$ cat src/rtl/edge_spike_injector.sv
// edge_spike_injector
// Off-grid transmitter that feeds host-generated spike packets into the west
// (or any) edge of the core mesh, looking to the core like a neighbouring
// router output buffer (dout / empty_out / ren_in).
//
// The host fills a FIFO with {eof, packet} entries grouped into EOF-marked
// frames. On each tick, if at least one complete frame is buffered, exactly
// one frame is streamed out; the stream stops after the EOF entry is popped
// and the rest waits for the next tick.
//
// Ports:
//   clk, reset           single clock, synchronous active-high reset
//   tick                 global tick pulse
//   wr_valid/wr_packet/wr_eof/wr_ready   host write side
//   dout/empty_out/ren_in                mesh-facing FWFT read side
//   frame_active/frame_done/frame_count  frame status
//   fill_level           FIFO occupancy 0..DEPTH
//   overflow_error/underflow_error       sticky error flags
module edge_spike_injector #(
    parameter int PACKET_WIDTH = 30,
    parameter int DEPTH        = 64,
    parameter int ADDR_WIDTH   = 6
) (
    input  logic                    clk,
    input  logic                    reset,
    input  logic                    tick,
    input  logic                    wr_valid,
    input  logic [PACKET_WIDTH-1:0] wr_packet,
    input  logic                    wr_eof,
    output logic                    wr_ready,
    output logic [PACKET_WIDTH-1:0] dout,
    output logic                    empty_out,
    input  logic                    ren_in,
    output logic                    frame_active,
    output logic                    frame_done,
    output logic [ADDR_WIDTH:0]     frame_count,
    output logic [ADDR_WIDTH:0]     fill_level,
    output logic                    overflow_error,
    output logic                    underflow_error
);

    localparam logic [ADDR_WIDTH:0] FULL_LEVEL = (ADDR_WIDTH+1)'(DEPTH);
    localparam logic [ADDR_WIDTH:0] ONE        = (ADDR_WIDTH+1)'(1);

    typedef enum logic {IDLE, STREAM} state_t;

    state_t state, state_next;

    // Entry layout: bit PACKET_WIDTH is the EOF marker.
    logic [PACKET_WIDTH:0]   mem [DEPTH];
    logic [ADDR_WIDTH-1:0]   wr_ptr, rd_ptr;
    logic                    fifo_empty;
    logic                    head_eof;
    logic                    wr_accept;
    logic                    pop;

    assign fifo_empty = (fill_level == '0);
    assign head_eof   = mem[rd_ptr][PACKET_WIDTH];
    // wr_ready comes from the registered fill, so a pop while full only
    // frees the slot for the next cycle.
    assign wr_ready   = (fill_level != FULL_LEVEL);
    assign wr_accept  = wr_valid && wr_ready;
    assign pop        = ren_in && !empty_out;

    // ---------------- FSM: state register ----------------
    always_ff @(posedge clk) begin
        if (reset) state <= IDLE;
        else       state <= state_next;
    end

    // ---------------- FSM: next state ----------------
    always_comb begin
        state_next = state;
        case (state)
            // frame_count here is the registered value, so an EOF written in
            // the same cycle as the tick does not start a frame.
            IDLE:   if (tick && frame_count != '0) state_next = STREAM;
            STREAM: if (pop && head_eof)           state_next = IDLE;
            default: state_next = IDLE;
        endcase
    end

    // ---------------- FSM: outputs ----------------
    always_comb begin
        frame_active = 1'b0;
        empty_out    = 1'b1;
        dout         = '0;
        if (state == STREAM) begin
            frame_active = 1'b1;
            empty_out    = fifo_empty;
            if (!fifo_empty) dout = mem[rd_ptr][PACKET_WIDTH-1:0];
        end
    end

    // ---------------- FIFO storage ----------------
    always_ff @(posedge clk) begin
        if (wr_accept) mem[wr_ptr] <= {wr_eof, wr_packet};
    end

    always_ff @(posedge clk) begin
        if (reset) begin
            wr_ptr          <= '0;
            rd_ptr          <= '0;
            fill_level      <= '0;
            frame_count     <= '0;
            frame_done      <= 1'b0;
            overflow_error  <= 1'b0;
            underflow_error <= 1'b0;
        end else begin
            if (wr_accept) wr_ptr <= wr_ptr + 1'b1;
            if (pop)       rd_ptr <= rd_ptr + 1'b1;

            case ({wr_accept, pop})
                2'b10:   fill_level <= fill_level + ONE;
                2'b01:   fill_level <= fill_level - ONE;
                default: fill_level <= fill_level;
            endcase

            case ({wr_accept && wr_eof, pop && head_eof})
                2'b10:   frame_count <= frame_count + ONE;
                2'b01:   frame_count <= frame_count - ONE;
                default: frame_count <= frame_count;
            endcase

            frame_done <= pop && head_eof;

            if (wr_valid && !wr_ready) overflow_error  <= 1'b1;
            if (ren_in && empty_out)   underflow_error <= 1'b1;
        end
    end

endmodule

$ cat config.mk
export PLATFORM = sky130hd
export DESIGN_NAME = edge_spike_injector
export DESIGN_NICKNAME = d
export VERILOG_FILES = /design/src/rtl/edge_spike_injector.sv
export SDC_FILE = /design/constraint.sdc
export NUM_CORES = 2
export LEC_CHECK = 0
export CORE_ASPECT_RATIO = 1.1
export CORE_UTILIZATION = 50
export DETAILED_ROUTE_END_ITERATION = 6
export DONT_BUFFER_PORTS = 1
export HOLD_SLACK_MARGIN = 0.12
export PLACE_DENSITY = 0.61
export SYNTH_ARGS = -nofsm -noshare
export SYNTH_HDL_FRONTEND = slang
export SYNTH_SLANG_ARGS = --single-unit
$ cat constraint.sdc
create_clock -name clk -period 7.6 [get_ports clk]
set_clock_uncertainty 0.15 [all_clocks]
set_input_delay 0.38 -clock clk [delete_from_list [all_inputs] [get_ports clk]]
set_output_delay 0.38 -clock clk [all_outputs]
set_load 0.005 [all_outputs]
==> results.tsv <==
metric	value	unit
number of flops mapped to enable cells by yosys	1984	
ys flop type	edfxtp_1	
fin nets	3667	
Clock Pin Slew Worst Setup and Hold Paths	0.06	ns
Layout area overhead	13.1	%
area leader, netlist	edfxtp_1	
CTS tree	yes	
fraction of layout cells with a size suffix above 1	26.1	%
RePlAce Congestion	0.785	
Design Power	22.1	mW
I/O pin cnt	86	
Final Cycle Share	69.7	%
WL/cell	33.5	um
Slew headroom	19.1	%
Worst EP arrival	4.77	ns
die area	157000	um2
initial antenna violation count	5	
CP Launch Type	register	
pin count of the biggest net entering global routing	151	
Die Width	378	um
Routed WL	195	mm
DRT Pass-1 Iters	5	
Sum Neg Setup Slack	0	ns
worst hold margin	0.227	ns
starting DRC count in detailed routing	4596	
status	finished clean	
PwrDens	251	nW/um2
Final Non-Filler Cells	5828	
final number of hold-violating endpoints	0	
Num CTS Buffers	191	
total gr overflow	0	
dpl hpwl	102	mm
DRC violations left	0	
Netlist cell types	54	
fin area	87800	um2
synthesized area per cell	22.5	um2
P_leak	26.2	nW
Post-DP Area	80600	um2
# rows	151	
Async SR Flop Fraction	0	%
synthesized area	77700	um2
most instantiated cells after synthesis	edfxtp_1 (1,984), mux4_2 (480), mux2i_1 (242)	
worst-path fanout max	98	
Via density	6.27	
Hold WC Path Type	input port to register	
register bit total from synthesis	2020	
CTS HTree Levels	4	
Core ar.	154000	um2
RSZ-0062 raised after global routing	no	
Fillers	11182	
CTS Hold Bufs	70	
Worst EP required	7.07	ns
Port-buffer cells	0	
Antenna Nets Post-Route	0	
Peak VDD IR	0.000276	V
Worst-Skew Late Latency	0.83	ns
Starting Density	50.4	%
net count after synthesis	3503	
# Post-CTS Setup Buffers	0	
Yosys warnings	0	
Final Max Tran Viols	0	
minimum clock period	5.30	ns
Setup crit end kind	output port	
slowest stage delay, CP	0.74	ns
first-pass GRT wire length	276	mm
clock sink count	2020	
crit-path cells	buf_12, buf_4, mux4_2, mux2i_1, a22oi_1, nand2_1, o22ai_1	
Total GRT Usage	25.3	%
most common cell in the netlist	edfxtp_1	
slowest CP cell	dfxtp_4	
die height	415	um
sequential share of the synthesized area	77.6	%
Max Cap Viol	0	
Synth Instances	3451	
largest cells by area after synthesis	edfxtp_1 (77%), mux4_2 (14%), mux2i_1 (3.1%), a22oi_1 (1.2%), dfxtp_1 (0.93%)	
DP Cell Count	5417	
Slew @ Worst Pin	1.21	ns
CP Class	register to output port	
Setup violations, final	0	
fmax	0.189	GHz
CTS Buffer Depth	3	
CTS Root Cell	clkbuf_16	
vias in the first global route	37612	
post-CTS resize count	0	
Via Count	36560	
Yosys top cell area share	76.7	%
## path summary, 6_finish.rpt
| kind | slack [ns] | endpoint | depth (start not counted) | from |
|---|---|---|---|---|
| max | 2.30 | dout[29] | 7 | register |
| min | 0.23 | overflow_error | 5 | wr_valid |
| max reg2reg | 3.32 | frame_count[6] | 13 | register |
| min reg2reg | 0.37 | overflow_error | 2 | overflow_error |
## critical path, delay by kind of cell, from the launching register on
family	cells	cell delay (ns)
buf+inv	2	1.26
simple gates	1	0.20
flops	1	0.74
mux	2	0.44
compound gates	2	1.03
## per-stage QoR
stage,utilization (%),setup slack [ns]
floorplan,-,3.97
global placement,52.3,3.15
detailed placement,52.3,3.02
CTS,57.0,2.13
finish,57.0,2.30
global route,57.0,1.92
## area by class of cell
type                       instances  area [um2]  share of cell area [%]
antenna                            1        2.50                 0.00285
clock buffer                     234        5060                    5.76
clock inverter                   106         933                    1.06
inverter                           8        30.0                  0.0342
multi-input combinational       1234       17000                    19.3
sequential                      2020       60300                    68.7
tap                             2065        2580                    2.94
timing repair buffer             160        1960                    2.23
## metal layers
layer | GRT usage (%) | share of wire (%) | up-vias
met1 | 34.7 | 39 | 19742
met4 | 7.56 | 2.7 | 0
li1 | - | - | 14904
met5 | 0 | 0 | -
met2 | 41.0 | 50 | 1635
met3 | 5.42 | 8.8 | 279
## layout by cell type (no fill, tap or decap), types with 38 or more instances in the layout
| master | netlist | layout |
|---|---|---|
| mux2i_1 | 242 | 242 |
| nor2_4 | 0 | 64 |
| a22oi_1 | 120 | 120 |
| buf_4 | 15 | 85 |
| edfxtp_1 | 1984 | 1984 |
| o22ai_1 | 46 | 46 |
| mux4_2 | 480 | 480 |
| clkbuf_16 | 0 | 196 |
| nor2_1 | 103 | 39 |
| dlygate4sd3_1 | 0 | 38 |
| nand2_1 | 82 | 81 |
## registers in the layout (all words and copies together), names as in the netlist, named ones only
| signal | count |
|---|---|
| rd_ptr | 6 |
| frame_done | 1 |
| mem | 1984 |
| wr_ptr | 6 |
| state | 1 |
| underflow_error | 1 |
| overflow_error | 1 |
| fill_level | 7 |
| frame_count | 7 |
## where the power goes
group / switching (mW) / total [mW] / internal (mW)
clock: 4.05 / 9.22 / 5.16
combinational: 0.359 / 0.566 / 0.207
sequential: 0.0187 / 12.3 / 12.3
total: 4.43 / 22.1 / 17.6
## logic make-up after synthesis
logic type	after synthesis	synth area share, %
adder cells (fa/ha/maj)	16	0.277
buffers and inverters	197	1.19
AND/OR/NAND/NOR	238	1.35
multiplexers	755	17.5
flip-flops	2020	77.6
AO/OA/AOI/OAI	209	1.87
XOR/XNOR	16	0.180
Power figures use the tool's default switching activity.
